==> config.mk <==
export PLATFORM = sky130hd
export DESIGN_NAME = jtkiwi_romarb_flat
export DESIGN_NICKNAME = d
export VERILOG_FILES = /design/src/rtl/jtkiwi_romarb_if.sv /design/src/rtl/jtkiwi_romarb.sv /design/src/flat_wrapper.sv
export SDC_FILE = /design/constraint.sdc
export NUM_CORES = 1
export LEC_CHECK = 0
export BUFFER_PORTS_ARGS = -buffer_cell sky130_fd_sc_hd__buf_2
export CORE_ASPECT_RATIO = 0.9
export CORE_MARGIN = 2
export CORE_UTILIZATION = 46
export CTS_CLUSTER_DIAMETER = 50
export DETAILED_ROUTE_END_ITERATION = 10
export PLACE_DENSITY_LB_ADDON = 0.1
export SYNTH_ARGS = -nofsm -noshare
export SYNTH_HDL_FRONTEND = slang
export SYNTH_SLANG_ARGS = --single-unit
export TNS_END_PERCENT = 10
==> constraint.sdc <==
create_clock -name clk -period 10.6 [get_ports clk]
set_clock_uncertainty 0.05 [all_clocks]
set_input_delay 2.12 -clock clk [delete_from_list [all_inputs] [get_ports clk]]
set_output_delay 2.12 -clock clk [all_outputs]
set_load 0.005 [all_outputs]
==> src/rtl/jtkiwi_romarb_if.sv <==
// ----------------------------------------------------------------------------
// jtkiwi_romarb_if : tile/object fetch channels and shared SDRAM ROM port
// Rev 1.0
// ----------------------------------------------------------------------------
`default_nettype none

interface jtkiwi_romarb_if;
  logic        tile_cs;
  logic [17:0] tile_addr;
  logic [31:0] tile_data;
  logic        tile_ok;

  logic        obj_cs;
  logic [17:0] obj_addr;
  logic [31:0] obj_data;
  logic        obj_ok;

  logic [17:0] rom_addr;
  logic        rom_cs;
  logic [31:0] rom_data;
  logic        rom_ok;

  // Arbiter side: serves both fetchers and drives the SDRAM request
  modport slave (
    input  tile_cs, tile_addr, obj_cs, obj_addr, rom_data, rom_ok,
    output tile_data, tile_ok, obj_data, obj_ok, rom_addr, rom_cs
  );

  // Environment side: fetch engines plus SDRAM controller
  modport master (
    output tile_cs, tile_addr, obj_cs, obj_addr, rom_data, rom_ok,
    input  tile_data, tile_ok, obj_data, obj_ok, rom_addr, rom_cs
  );
endinterface

`default_nettype wire

==> src/rtl/jtkiwi_romarb.sv <==
// ----------------------------------------------------------------------------
// jtkiwi_romarb : tile/object arbiter for the single graphics ROM SDRAM slot
// Rev 1.0
// ----------------------------------------------------------------------------
`default_nettype none

module jtkiwi_romarb #(
  parameter int unsigned BURST = 4
) (
  input  logic            clk,
  input  logic            rst,
  jtkiwi_romarb_if.slave  bus
);

  localparam logic [3:0] BURST_MAX = 4'(BURST);

  typedef enum logic [1:0] {
    IDLE = 2'd0,
    BUSY = 2'd1,
    GAP  = 2'd2
  } state_t;

  state_t      state, state_nx;
  logic        owner, owner_nx;
  logic [3:0]  burst_cnt, burst_nx;
  logic        first, first_nx;
  logic        rom_cs_nx;
  logic [17:0] rom_addr_nx;
  logic [17:0] tile_last, obj_last;

  logic        tile_pend, obj_pend, tile_win;
  logic        own_cs;
  logic [17:0] own_addr;
  logic        abort, done;
  logic        tile_done, obj_done;

  always_comb begin
    tile_pend = bus.tile_cs & ~bus.tile_ok;
    obj_pend  = bus.obj_cs  & ~bus.obj_ok;
    tile_win  = tile_pend & ~(obj_pend & (burst_cnt == BURST_MAX));
    own_cs    = owner ? bus.obj_cs   : bus.tile_cs;
    own_addr  = owner ? bus.obj_addr : bus.tile_addr;
    abort     = ~own_cs | (own_addr != bus.rom_addr);
    // rom_ok may still reflect the previous address during the first BUSY cycle
    done      = ~first & bus.rom_ok;
  end

  always_comb begin
    state_nx    = state;
    owner_nx    = owner;
    burst_nx    = burst_cnt;
    first_nx    = 1'b0;
    rom_cs_nx   = 1'b0;
    rom_addr_nx = bus.rom_addr;
    tile_done   = 1'b0;
    obj_done    = 1'b0;
    case (state)
      IDLE: begin
        if (tile_pend | obj_pend) begin
          state_nx  = BUSY;
          first_nx  = 1'b1;
          rom_cs_nx = 1'b1;
          if (tile_win) begin
            owner_nx    = 1'b0;
            rom_addr_nx = bus.tile_addr;
            if (!obj_pend)
              burst_nx = 4'd0;
            else if (burst_cnt < BURST_MAX)
              burst_nx = burst_cnt + 4'd1;
          end else begin
            owner_nx    = 1'b1;
            rom_addr_nx = bus.obj_addr;
            burst_nx    = 4'd0;
          end
        end
      end
      BUSY: begin
        if (abort) begin
          state_nx = GAP;
        end else if (done) begin
          state_nx  = GAP;
          tile_done = ~owner;
          obj_done  = owner;
        end else begin
          rom_cs_nx = 1'b1;
        end
      end
      GAP:     state_nx = IDLE;
      default: state_nx = IDLE;
    endcase
  end

  always_ff @(posedge clk or posedge rst) begin
    if (rst) begin
      state        <= IDLE;
      owner        <= 1'b0;
      burst_cnt    <= 4'd0;
      first        <= 1'b0;
      bus.rom_cs   <= 1'b0;
      bus.rom_addr <= 18'd0;
    end else begin
      state        <= state_nx;
      owner        <= owner_nx;
      burst_cnt    <= burst_nx;
      first        <= first_nx;
      bus.rom_cs   <= rom_cs_nx;
      bus.rom_addr <= rom_addr_nx;
    end
  end

  // ok stays up only while the channel keeps asking for the address last fetched
  always_ff @(posedge clk or posedge rst) begin
    if (rst) begin
      bus.tile_ok   <= 1'b0;
      bus.tile_data <= 32'd0;
      tile_last     <= 18'd0;
    end else if (tile_done) begin
      bus.tile_ok   <= 1'b1;
      bus.tile_data <= bus.rom_data;
      tile_last     <= bus.rom_addr;
    end else if (~bus.tile_cs | (bus.tile_addr != tile_last)) begin
      bus.tile_ok   <= 1'b0;
    end
  end

  always_ff @(posedge clk or posedge rst) begin
    if (rst) begin
      bus.obj_ok   <= 1'b0;
      bus.obj_data <= 32'd0;
      obj_last     <= 18'd0;
    end else if (obj_done) begin
      bus.obj_ok   <= 1'b1;
      bus.obj_data <= bus.rom_data;
      obj_last     <= bus.rom_addr;
    end else if (~bus.obj_cs | (bus.obj_addr != obj_last)) begin
      bus.obj_ok   <= 1'b0;
    end
  end

endmodule

`default_nettype wire

==> src/flat_wrapper.sv <==
// flat-port wrapper written by rule: the top's interface ports become plain ports
module jtkiwi_romarb_flat 
#(
  parameter int unsigned BURST = 4
)
  (clk, rst, bus_tile_cs, bus_tile_addr, bus_obj_cs, bus_obj_addr, bus_rom_data, bus_rom_ok, bus_tile_data, bus_tile_ok, bus_obj_data, bus_obj_ok, bus_rom_addr, bus_rom_cs);
  jtkiwi_romarb_if bus_i ();
  input  logic clk;
  input  logic rst;
  input wire logic [$bits(bus_i.tile_cs)-1:0] bus_tile_cs;
  input wire logic [$bits(bus_i.tile_addr)-1:0] bus_tile_addr;
  input wire logic [$bits(bus_i.obj_cs)-1:0] bus_obj_cs;
  input wire logic [$bits(bus_i.obj_addr)-1:0] bus_obj_addr;
  input wire logic [$bits(bus_i.rom_data)-1:0] bus_rom_data;
  input wire logic [$bits(bus_i.rom_ok)-1:0] bus_rom_ok;
  output wire logic [$bits(bus_i.tile_data)-1:0] bus_tile_data;
  output wire logic [$bits(bus_i.tile_ok)-1:0] bus_tile_ok;
  output wire logic [$bits(bus_i.obj_data)-1:0] bus_obj_data;
  output wire logic [$bits(bus_i.obj_ok)-1:0] bus_obj_ok;
  output wire logic [$bits(bus_i.rom_addr)-1:0] bus_rom_addr;
  output wire logic [$bits(bus_i.rom_cs)-1:0] bus_rom_cs;
  assign bus_i.tile_cs = bus_tile_cs;
  assign bus_i.tile_addr = bus_tile_addr;
  assign bus_i.obj_cs = bus_obj_cs;
  assign bus_i.obj_addr = bus_obj_addr;
  assign bus_i.rom_data = bus_rom_data;
  assign bus_i.rom_ok = bus_rom_ok;
  assign bus_tile_data = bus_i.tile_data;
  assign bus_tile_ok = bus_i.tile_ok;
  assign bus_obj_data = bus_i.obj_data;
  assign bus_obj_ok = bus_i.obj_ok;
  assign bus_rom_addr = bus_i.rom_addr;
  assign bus_rom_cs = bus_i.rom_cs;
  jtkiwi_romarb #(.BURST(BURST)) u_core (.clk(clk), .rst(rst), .bus(bus_i));
endmodule
==> impl_metrics.json <==
{
  "outcome": "completed",
  "yosysSeqAreaShare_pct": 53.3,
  "grt_pass1_wl_um": 22500,
  "wirelength_met1_um": 6510,
  "cts_resized": 0,
  "crit_fanout": 50,
  "clock-root-buffer": "clkbuf_16",
  "worstMarginPinSlew_ns": 1.01,
  "gr-total-overflow": 0,
  "drive_above_1_share_pct": 48.0,
  "fin_cells": 777,
  "routed-wl-met2_um": 6490,
  "topRoutingLayerUsed": "met4",
  "crit_arrival_ns": 4.88,
  "crit_path_end_kind": "flip-flop",
  "ff_latch_area_sq_um": 3230,
  "synth_fp_nets": 515,
  "drv_cap": 0,
  "period_share_pct": 43.7,
  "grt_pass1_vias": 4174,
  "synth_area_per_cell_sq_um": 13.8,
  "synth_edf_count": 0,
  "rrSetupSlack_ns": 6.75,
  "grt_max_degree": 72,
  "tns_ns": 0,
  "std_cell_rows": 39,
  "synthCells": 440,
  "die_w_um": 125,
  "ys_types": 33,
  "fmaxAchievable_mhz": 216,
  "io_buffers": 157,
  "vias": 3976,
  "dr.first_iter.drc_count": 261,
  "power_density_nw_per_um2": 196,
  "vdd.ir_drop.worst_v": 0.000136,
  "r2r-start": "u_core.owner$_DFFE_PP0P_",
  "whs_path_depth": 1,
  "multi_input_area_sq_um": 2700,
  "period_minus_slack_ns": 4.64,
  "synth_top_area_cell": "dfrtp_1",
  "p_int_mw": 1.05,
  "power_frac_seq_pct": 40.6,
  "hold_viol": 0,
  "drc": 0,
  "htreeDepth": 4,
  "cts_tree": "built",
  "cp_data_required_time_ns": 10.84,
  "finish.utilization_pct": 59.4,
  "p_sw_share_pct": 29.2,
  "syn_area_sq_um": 6060,
  "n_antenna_cell": 0,
  "rr_endpoint": "u_core.bus.obj_data[17]$_DFFE_PP0P_",
  "hold_class": "flip-flop to flip-flop",
  "yosysTopAreaCellShare_pct": 53.3,
  "wl_met3_um": 748,
  "place.gp.congestion": 0.842,
  "coreArea_sq_um": 12800,
  "ios": 158,
  "slew_viol_final": 0,
  "area_growth_pct": 25.2,
  "hold_start": "u_core.bus.tile_data[18]$_DFFE_PP0P_",
  "track_usage_pct": 20.6,
  "cts_buffers": 17,
  "numClockSinks": 129,
  "setup.worst_path.start": "bus_obj_cs",
  "cts_hold_buf": 0,
  "min_to": "u_core.bus.tile_data[18]$_DFFE_PP0P_",
  "drt_wl_total_um": 13900,
  "synth_area_leaders": "dfrtp_1, mux2_4, mux2_2",
  "place_hpwl_um": 9710,
  "yosysMostFrequentCell": "dfrtp_1",
  "synth_common_cells": "dfrtp_1, mux2_4, mux2_2",
  "ys_ff_latch": 129,
  "ant_nets": 0,
  "critPathKind": "primary input to flip-flop",
  "fp.dieArea_sq_um": 14100,
  "dp_cells": 747,
  "async_flop_share_pct": 100,
  "fillers": 1086,
  "synth_ff_type": "dfrtp_1",
  "slew_headroom_pct": 32.6,
  "ys_warn_count": 0,
  "rr_worst_depth": 7,
  "clk_latency_ns": 0.41,
  "clkSlewWorstSetupHoldPaths_ns": 0.06,
  "viasPerCell": 5.12,
  "initial_core_util_pct": 47.4,
  "power_mw": 1.49,
  "pwr-share-clk_pct": 40.0,
  "p_leak_nw": 4.19,
  "combPwrFrac_pct": 19.4,
  "cts_setup_buffers": 0,
  "antenna_found_initial": 0,
  "net-switching-power_uw": 436,
  "grt_setup_unrepaired": "no",
  "startpoint_type": "primary input",
  "avgRoutedWirePerCell_um": 17.9,
  "die_h_um": 113,
  "drt-pass1-iter-count": 4,
  "setup_viol": 0,
  "clockBufferDepth": 2,
  "nNetsFinal": 677
}
[metal layers]
| layer | vias up | global-route usage, % |
|---|---|---|
| met4 | 0 | 6.22 |
| met5 | - | 0 |
| met1 | 1979 | 28.9 |
| met3 | 8 | 6.00 |
| li1 | 1877 | - |
| met2 | 112 | 31.3 |
[worst max-delay path: stages]
cell     delay (ns)
buf_2          0.13
nand3_1        0.10
and3_1         0.19
nor4_1         0.52
nand4_2        0.33
or4_4          1.02
mux2_4         0.44
[registers in the layout, indices dropped and copies added, names as in the netlist, 2 cells and up]
register,cells
u_core.burst_cnt,4
u_core.bus.obj_data,32
u_core.bus.rom_addr,18
u_core.bus.tile_data,32
u_core.obj_last,18
u_core.state,2
u_core.tile_last,18
[layout make-up]
type	instances	area share, %
sequential	129	42.5
multi-input combinational	284	35.6
timing repair buffer	163	10.9
clock buffer	18	5.65
tap	164	2.70
clock inverter	12	2.21
inverter	7	0.379
[cell families (layout without fill, tap and decap cells)]
group,Yosys count,after routing,share of synthesized area [%]
mux,135,135,27.5
flops,129,129,53.3
simple gates,65,65,5.68
xor+xnor,53,53,7.66
compound gates,29,29,2.87
buf+inv,27,200,2.68
fa+ha+maj,2,2,0.413
[how the worst max path moves through the flow]
stage,cells after the start,slack (ns),to
finish,7,5.96,u_core.bus.obj_data[17]$_DFFE_PP0P_
floorplan,1,4.99,u_core.burst_cnt[0]$_DFFE_PP0P_
global route,7,5.88,u_core.bus.obj_data[17]$_DFFE_PP0P_
global placement,7,5.67,u_core.bus.obj_data[20]$_DFFE_PP0P_
detailed placement,7,5.55,u_core.bus.obj_data[6]$_DFFE_PP0P_
CTS,7,5.99,u_core.obj_last[2]$_DFFE_PP0P_
[layout by cell type, fill, tap and decap left out, types with 2 or more instances in the layout]
cell and count:
a21oi_1 2, buf_2 157, buf_4 6, bufinv_16 4
clkbuf_16 17, clkinv_2 5, clkinvlp_4 3, dfrtp_1 129
ha_1 2, inv_1 6, mux2_1 5, mux2_2 45
mux2_4 50, mux2i_1 35, nand2_1 21, nand2b_1 3
nand3_1 3, nand4_1 8, nor2_1 10, nor2b_1 4
nor3_1 3, nor4_1 6, o21ai_0 18, o41ai_1 4
xnor2_1 34, xor2_1 19
[stage by stage]
| stage | setup WS [ns] | hold slack, ns | area [sq um] |
|---|---|---|---|
| 2_1_floorplan | 4.99 | 0.415 | 6060 |
| 5_1_grt | 5.88 | 0.464 | 7590 |
| 3_5_place_dp | 5.55 | 0.437 | 6990 |
| 6_report | 5.96 | 0.453 | 7590 |
| 3_3_place_gp | 5.67 | 0.434 | 6990 |
| 4_1_cts | 5.99 | 0.455 | 7590 |
[power groups by stage]
stage,clock network [mW],registers (mW),logic [mW]
5_1_grt,0.632,0.614,0.319
3_3_place_gp,0,0.610,0.284
4_1_cts,0.610,0.605,0.291
3_5_place_dp,0,0.613,0.289
2_1_floorplan,0,0.595,0.190
6_report,0.597,0.604,0.289
No activity file was read; power rests on OpenSTA's default activity.
